$ cat config.mk
export PLATFORM = sky130hd
export DESIGN_NAME = ibex_avalon_data_bridge
export DESIGN_NICKNAME = d
export VERILOG_FILES = /design/src/rtl/ibex_avalon_data_bridge.sv
export SDC_FILE = /design/constraint.sdc
export NUM_CORES = 1
export LEC_CHECK = 0
export ABC_AREA = 1
export CAP_MARGIN = 20
export CORE_MARGIN = 8
export CORE_UTILIZATION = 47
export DETAILED_ROUTE_END_ITERATION = 8
export PLACE_DENSITY = 0.94
export SYNTH_ARGS = -nofsm -noshare
export SYNTH_HDL_FRONTEND = slang
export SYNTH_SLANG_ARGS = --single-unit
$ cat constraint.sdc
create_clock -name clk_i -period 5.9 [get_ports clk_i]
set_clock_uncertainty 0.05 [all_clocks]
set_input_delay 0.59 -clock clk_i [delete_from_list [all_inputs] [get_ports clk_i]]
set_output_delay 0.59 -clock clk_i [all_outputs]
set_load 0.005 [all_outputs]
$ cat src/rtl/ibex_avalon_data_bridge.sv
// Ibex data port to Avalon-MM host bridge with an in-order tracker.
// Ports: clk_i/rst_ni, cpu_* core side, avm_* Avalon host side, err_unexpected_o.
module ibex_avalon_data_bridge #(
  parameter int MAX_OUTST = 2,
  parameter bit AV_WRESP  = 1'b0
) (
  input  logic        clk_i,
  input  logic        rst_ni,
  input  logic        cpu_read,
  input  logic        cpu_write,
  input  logic [31:0] cpu_addr,
  input  logic [3:0]  cpu_be,
  input  logic [31:0] cpu_wdata,
  output logic        cpu_busy,
  output logic        cpu_rvalid,
  output logic [31:0] cpu_rdata,
  output logic [1:0]  cpu_resp,
  output logic        cpu_wrespvalid,
  output logic [31:0] avm_address,
  output logic        avm_read,
  output logic        avm_write,
  output logic [3:0]  avm_byteenable,
  output logic [31:0] avm_writedata,
  input  logic        avm_waitrequest,
  input  logic [31:0] avm_readdata,
  input  logic        avm_readdatavalid,
  input  logic [1:0]  avm_response,
  input  logic        avm_writeresponsevalid,
  output logic        err_unexpected_o
);

  localparam int PW = (MAX_OUTST > 1) ? $clog2(MAX_OUTST) : 1;
  typedef logic [PW-1:0] ptr_t;

  logic        is_wr_q [MAX_OUTST];
  logic        done_q  [MAX_OUTST];
  logic [31:0] rdata_q [MAX_OUTST];
  logic [1:0]  resp_q  [MAX_OUTST];

  ptr_t        head, tail, cidx;
  logic [2:0]  count;
  logic [31:0] last_rdata;
  logic [1:0]  last_resp;
  logic        err_q;

  logic full, accept, pop;
  logic rsp_rd, rsp_wr, rsp_any;
  logic found, complete, bad;
  int   j;

  function automatic ptr_t nxt(input ptr_t p);
    return (p == ptr_t'(MAX_OUTST - 1)) ? '0 : p + ptr_t'(1);
  endfunction

  assign full = (count == 3'(MAX_OUTST));

  // Read wins over write when the core raises both.
  assign avm_read  = rst_ni & cpu_read & ~full;
  assign avm_write = rst_ni & cpu_write & ~cpu_read & ~full;
  assign avm_address    = cpu_addr;
  assign avm_byteenable = cpu_be;
  assign avm_writedata  = cpu_wdata;
  assign cpu_busy = ~rst_ni | avm_waitrequest | full;

  assign accept = (avm_read | avm_write) & ~avm_waitrequest;
  assign pop    = rst_ni & (count != 3'd0) & done_q[head];

  assign cpu_rvalid     = pop & ~is_wr_q[head];
  assign cpu_wrespvalid = pop & is_wr_q[head];
  assign cpu_rdata = pop ? rdata_q[head] : last_rdata;
  assign cpu_resp  = pop ? resp_q[head]  : last_resp;
  assign err_unexpected_o = err_q;

  assign rsp_rd  = avm_readdatavalid;
  assign rsp_wr  = AV_WRESP & avm_writeresponsevalid;
  assign rsp_any = rsp_rd | rsp_wr;

  // Oldest live entry still waiting for its response.
  always_comb begin
    found = 1'b0;
    cidx  = '0;
    j     = 0;
    for (int i = 0; i < MAX_OUTST; i++) begin
      j = (int'(head) + i) % MAX_OUTST;
      if (!found && i < int'(count) && !done_q[j]) begin
        found = 1'b1;
        cidx  = ptr_t'(j);
      end
    end
  end

  // Both response strobes at once is a protocol violation: flag it.
  assign complete = rsp_any & ~(rsp_rd & rsp_wr) & found
                  & (is_wr_q[cidx] == rsp_wr);
  assign bad = rsp_any & ~complete;

  always_ff @(posedge clk_i) begin
    if (!rst_ni) begin
      count      <= '0;
      head       <= '0;
      tail       <= '0;
      err_q      <= 1'b0;
      last_rdata <= '0;
      last_resp  <= '0;
      for (int i = 0; i < MAX_OUTST; i++) begin
        is_wr_q[i] <= 1'b0;
        done_q[i]  <= 1'b0;
        rdata_q[i] <= '0;
        resp_q[i]  <= '0;
      end
    end else begin
      if (accept) begin
        is_wr_q[tail] <= avm_write;
        done_q[tail]  <= avm_write & ~AV_WRESP;
        rdata_q[tail] <= '0;
        resp_q[tail]  <= '0;
        tail          <= nxt(tail);
      end
      if (complete) begin
        done_q[cidx] <= 1'b1;
        resp_q[cidx] <= avm_response;
        if (!rsp_wr) rdata_q[cidx] <= avm_readdata;
      end
      if (pop) begin
        head       <= nxt(head);
        last_rdata <= rdata_q[head];
        last_resp  <= resp_q[head];
      end
      count <= count + 3'(accept) - 3'(pop);
      if (bad) err_q <= 1'b1;
    end
  end

endmodule

Word-level counts from Yosys, hierarchy flattened
Memory sizes are Yosys's and may differ from the RTL's. A register that Yosys moved wholly into a read port is not among the register bits. Index checks and enable logic that the tools add are counted.

Bits in registers: 40. RAM bits: 72. Word-level logic and storage cells: 101. Memories kept: 4.

Add/subtract/negate cells: 5. $lt $le $gt $ge: 2. Equal/unequal tests: 1. Muxes and demuxes: 46. Bitwise gates (word level): 23. Reduce and logical (&&, ||, !) cells: 14.

Memories: rdata_q (depth 2, bits a word 32, read ports 1, clocked after Yosys merged registers in 1, wr ports 2, line 37) `logic [31:0] rdata_q [MAX_OUTST];`; resp_q (depth 2, bits a word 2, read ports 1, clocked after Yosys merged registers in 1, wr ports 2, line 38) `logic [1:0] resp_q [MAX_OUTST];`; done_q (depth 2, bits a word 1, read ports 3, clocked after Yosys merged registers in 2, wr ports 2, line 36) `logic done_q [MAX_OUTST];`; is_wr_q (depth 2, bits a word 1, read ports 2, clocked after Yosys merged registers in 1, wr ports 2, line 35) `logic is_wr_q [MAX_OUTST];`.

Operators with widths (count): two-way mux 32 bit (3); OR reduction 32 bit (2); two-way mux 1 bit (40); AND 1 bit (13); NOT 1 bit (7); < comparator 1 x 3 -> 1 bit (first input constant) (2); two-way mux 2 bit (3); OR reduction 2 bit (2); adder 1 bit (second input constant) (3); adder 3 x 1 -> 3 bit (1); equality test 3 x 2 -> 1 bit (second input constant) (1); logical AND 1 bit (3); logical NOT 1 bit (3); bitwise OR 1 bit (3); nonzero test 3 bit (1); OR reduction 1 bit (3); subtractor 3 x 1 -> 3 bit (1).

Depth between registers and ports, before layout
An unclocked memory read counts as a cell.

Word-level depth: 15. Gate-level depth with buffers: 15. Depth with buffers taken out: 13.

Worst setup path after synthesis
Ideal clock, no wire load.

Path kind: register to register. Start: register count[1]. End: memory rdata_q[0][0] (enable). Setup time: 0.392 ns. Data arrival time: 2.259 ns. Data required time: 5.458 ns. Slack: 3.200 ns. Stages on the path, launching flop included: 13. Path buffers: 1. Path through: dfxtp_1 -> inv_1 -> ha_1 -> nand2_1 -> nand3_2 -> nand2_2 -> nand2_2 -> nand2_1 -> inv_2 -> nor2_4 -> nand3_4 -> buf_6 -> nand2_1.

RTL lines: start, declared (line 41) `logic [2:0] count;`; start signal, assigned (line 129) `count <= count + 3'(accept) - 3'(pop);`; end, declared (line 37).

==> impl_results.md <==
* Crit path arrival time at 3.37 ns
* Wirelength per Cell at 15.0 um
* # rows at 39
* Area of the core at 11300 sq um
* Cell Pwr Density at 385 nW/um^2
* WL final at 10.6 mm
* Largest net degree at the start of global routing at 47
* Max-Cap Viols at 0
* Final Max Slew Viols at 0
* Post-CTS Setup Repair Bufs at 0
* Iter 0 DRT Violations at 171
* FFs w/ async S/R, synth at 0%
* Clock-pin transition on the worst setup and hold timing paths at 0.05 ns
* Worst ir drop on vdd at 0.000233 V
* Total Neg Setup Slack at 0 ns
* Warning count from the yosys run at 0
* Die height at 123 um
* Pre-Repair DR Iteration Count at 4
* Final Setup Violations at 0
* Number of port buffers at 79
* Antenna cells at 0
* Final ANT Viol Nets at 0
* Startpoint Class: flip-flop
* R2r worst-path depth at 15
* CTS Root Cell: clkbuf_16
* Worst-Margin Slew at 0.877 ns
* Num CTS Buffers at 17
* Endpoint of the worst register-to-register path: count[2]$_SDFF_PN0_
* EDFF count, synth at 68
* Pleak at 2.53 nW
* CP required at 5.26 ns
* Initial core utilization at 47.4%
* DRC at 0
* Design area at 6290 sq um
* CTS max path bufs at 2
* Fmax at 250 MHz
* FF-to-FF setup slack at 2.46 ns
* Min-delay worst type: flip-flop to flip-flop
* Int Pwr at 1.83 mW
* Register bit count reported by yosys at 113
* Initial antenna violation count at 0
* Cell area after synthesis at 5340 sq um
* Vias in the first global route at 3518
* Net Switching at 595 uW
* Placement-stage cell area at 5670 sq um
* Hold-fix buffer count after cts at 0
* Hold path depth at 2
* Ranking of synthesized cells by area: edfxtp_1, dfxtp_1, buf_4
* Most frequent cells in the layout: clkdlybuf4s50_1, nor2_1, edfxtp_1, inv_1, nand2_1
* Die footprint at 15000 sq um
* Rel. slew slack at 41.3%
* CTS Sinks at 113
* Vias at 3394
* H-tree Lvls at 4
* Cell taking the most area after synthesis: edfxtp_1
* Routability cong. at 0.813
* First-pass GRT wire length at 16.4 mm
* Crit path max fanout at 43
* Final net count at 660
* Netlist cell types at 28
* Top cell type's share of synthesized area at 38.3%
* PostCTS Resize Cnt at 0
* Fin. Hold Viols at 0
* Total GRT Usage at 14.3%
* Fin cells at 703
* Post-Syn Area per Cell at 9.94 sq um
* # IOs at 217
* Register area share after synthesis at 55.1%
* RSZ-0062 raised after global routing: false
* Placed cell count at 671
* CP Capture Type: primary output
* Busiest grt layer: met2
* Hold EP: err_unexpected_o$_SDFFE_PN0P_
* Most used DFF post-synth: edfxtp_1
* Leading cell type in the layout, fill and taps excluded: clkdlybuf4s50_1
* GR met1 Demand/Resource at 13.6%
* Vias per cell at 4.83
* GRT met3 Usage at 6.16%
* Type of the worst setup path: flip-flop to primary output
* Crit path time final at 4.01 ns
* Comb power frac at 16.1%
* Worst-skew pair later-pin latency at 0.41 ns
* HP Start: err_unexpected_o$_SDFFE_PN0P_
* CTS tree: done
* Syn nets at 650
* Final Cycle Share at 67.9%
* Status: completed
* Met2 Usage GRT at 25.6%
* DIE WIDTH at 123 um
* Clock group share of total power at 43.8%
* Total gr overflow at 0
* Sequential share of power at 40.1%
* Syn Inst Count at 537
* Sw Ratio at 24.5%
* DP HPWL at 7.01 mm
* Area grow syn2layout at 17.9%
* Share of layout cells above drive strength 1 at 8.75%
[synthesized netlist by cell type, drive strengths merged, types with 5 or more instances]
master	number
clkbuf	5
dfxtp	45
o21ai	36
mux2i	34
and2	34
nand3	14
buf	86
inv	62
nand2	62
nor2	74
edfxtp	68
a21oi	6
[through the flow]
| step | hold slack (ns) | setup slack (ns) | utilization, % | power (mW) |
|---|---|---|---|---|
| 2_1_floorplan | 0.385 | 3.20 | - | 1.28 |
| 3_3_place_gp | 0.392 | 2.33 | 50.3 | 1.36 |
| 3_5_place_dp | 0.412 | 2.24 | 50.3 | 1.38 |
| 4_1_cts | 0.420 | 1.81 | 55.8 | 2.45 |
| 5_1_grt | 0.426 | 1.63 | 55.8 | 2.53 |
| 6_report | 0.414 | 1.89 | 55.8 | 2.42 |
[kinds of logic after synthesis]
family	synth area share, %
buffers and inverters	16.8
AND/OR/NAND/NOR	16.1
XOR/XNOR	0.164
multiplexers	6.38
adder cells (fa/ha/maj)	1.08
AO/OA/AOI/OAI	4.34
flip-flops	55.1
[sequential cells by signal, summed over array words and instances (netlist names), named ones only]
| signal | count |
|---|---|
| resp_q | 4 |
| count | 3 |
| last_rdata | 32 |
| is_wr_q | 2 |
| last_resp | 2 |
| done_q | 2 |
| err_unexpected_o | 1 |
| rdata_q | 64 |
| tail | 1 |
| head | 1 |
[routing by layer]
layer  vias to the layer above  share of wire [%]
met2                       129                 50
met4                         0                1.8
met3                        23                9.4
met1                      1569                 38
li1                       1673                  -
met5                         -                  0
[how the worst max path moves through the flow]
stage / end / slack, ns / cells after the start
floorplan: rdata_q[0][0]$_SDFFCE_PN0P_ / 3.20 / 12
global placement: cpu_rdata[20] / 2.33 / 6
detailed placement: cpu_rdata[20] / 2.24 / 6
CTS: cpu_rdata[20] / 1.81 / 9
global route: cpu_rdata[26] / 1.63 / 9
finish: cpu_rdata[20] / 1.89 / 9
[final cells by class]
class                           instances  area (sq um)
Inverter                               62           233
Sequential cell                       113          2940
Multi-Input combinational cell        271          1510
Tap cell                              143           179
Clock buffer                           21           460
Fill cell                             916          4980
Clock inverter                         11           160
Timing Repair Buffer                   82           808
[power by group through the flow]
stage                     registers, mW  clock network, mW  logic, mW
after floorplan                   0.979                  0      0.305
after global placement            0.982                  0      0.375
after detailed placement          0.988                  0      0.395
after CTS                         0.973               1.08      0.397
after global routing              0.980               1.11      0.435
final                             0.972               1.06      0.390
[worst max-delay path, stage by stage (launching register included)]
cell             delay, ns
dfxtp_2               0.30
buf_4                 0.51
inv_1                 0.13
nand2_1               0.10
nand2_1               0.07
inv_1                 0.07
nand3_2               0.46
buf_4                 0.49
o21ai_1               0.26
clkdlybuf4s50_1       0.54
Note: power is estimated with default switching activity, not from simulation.
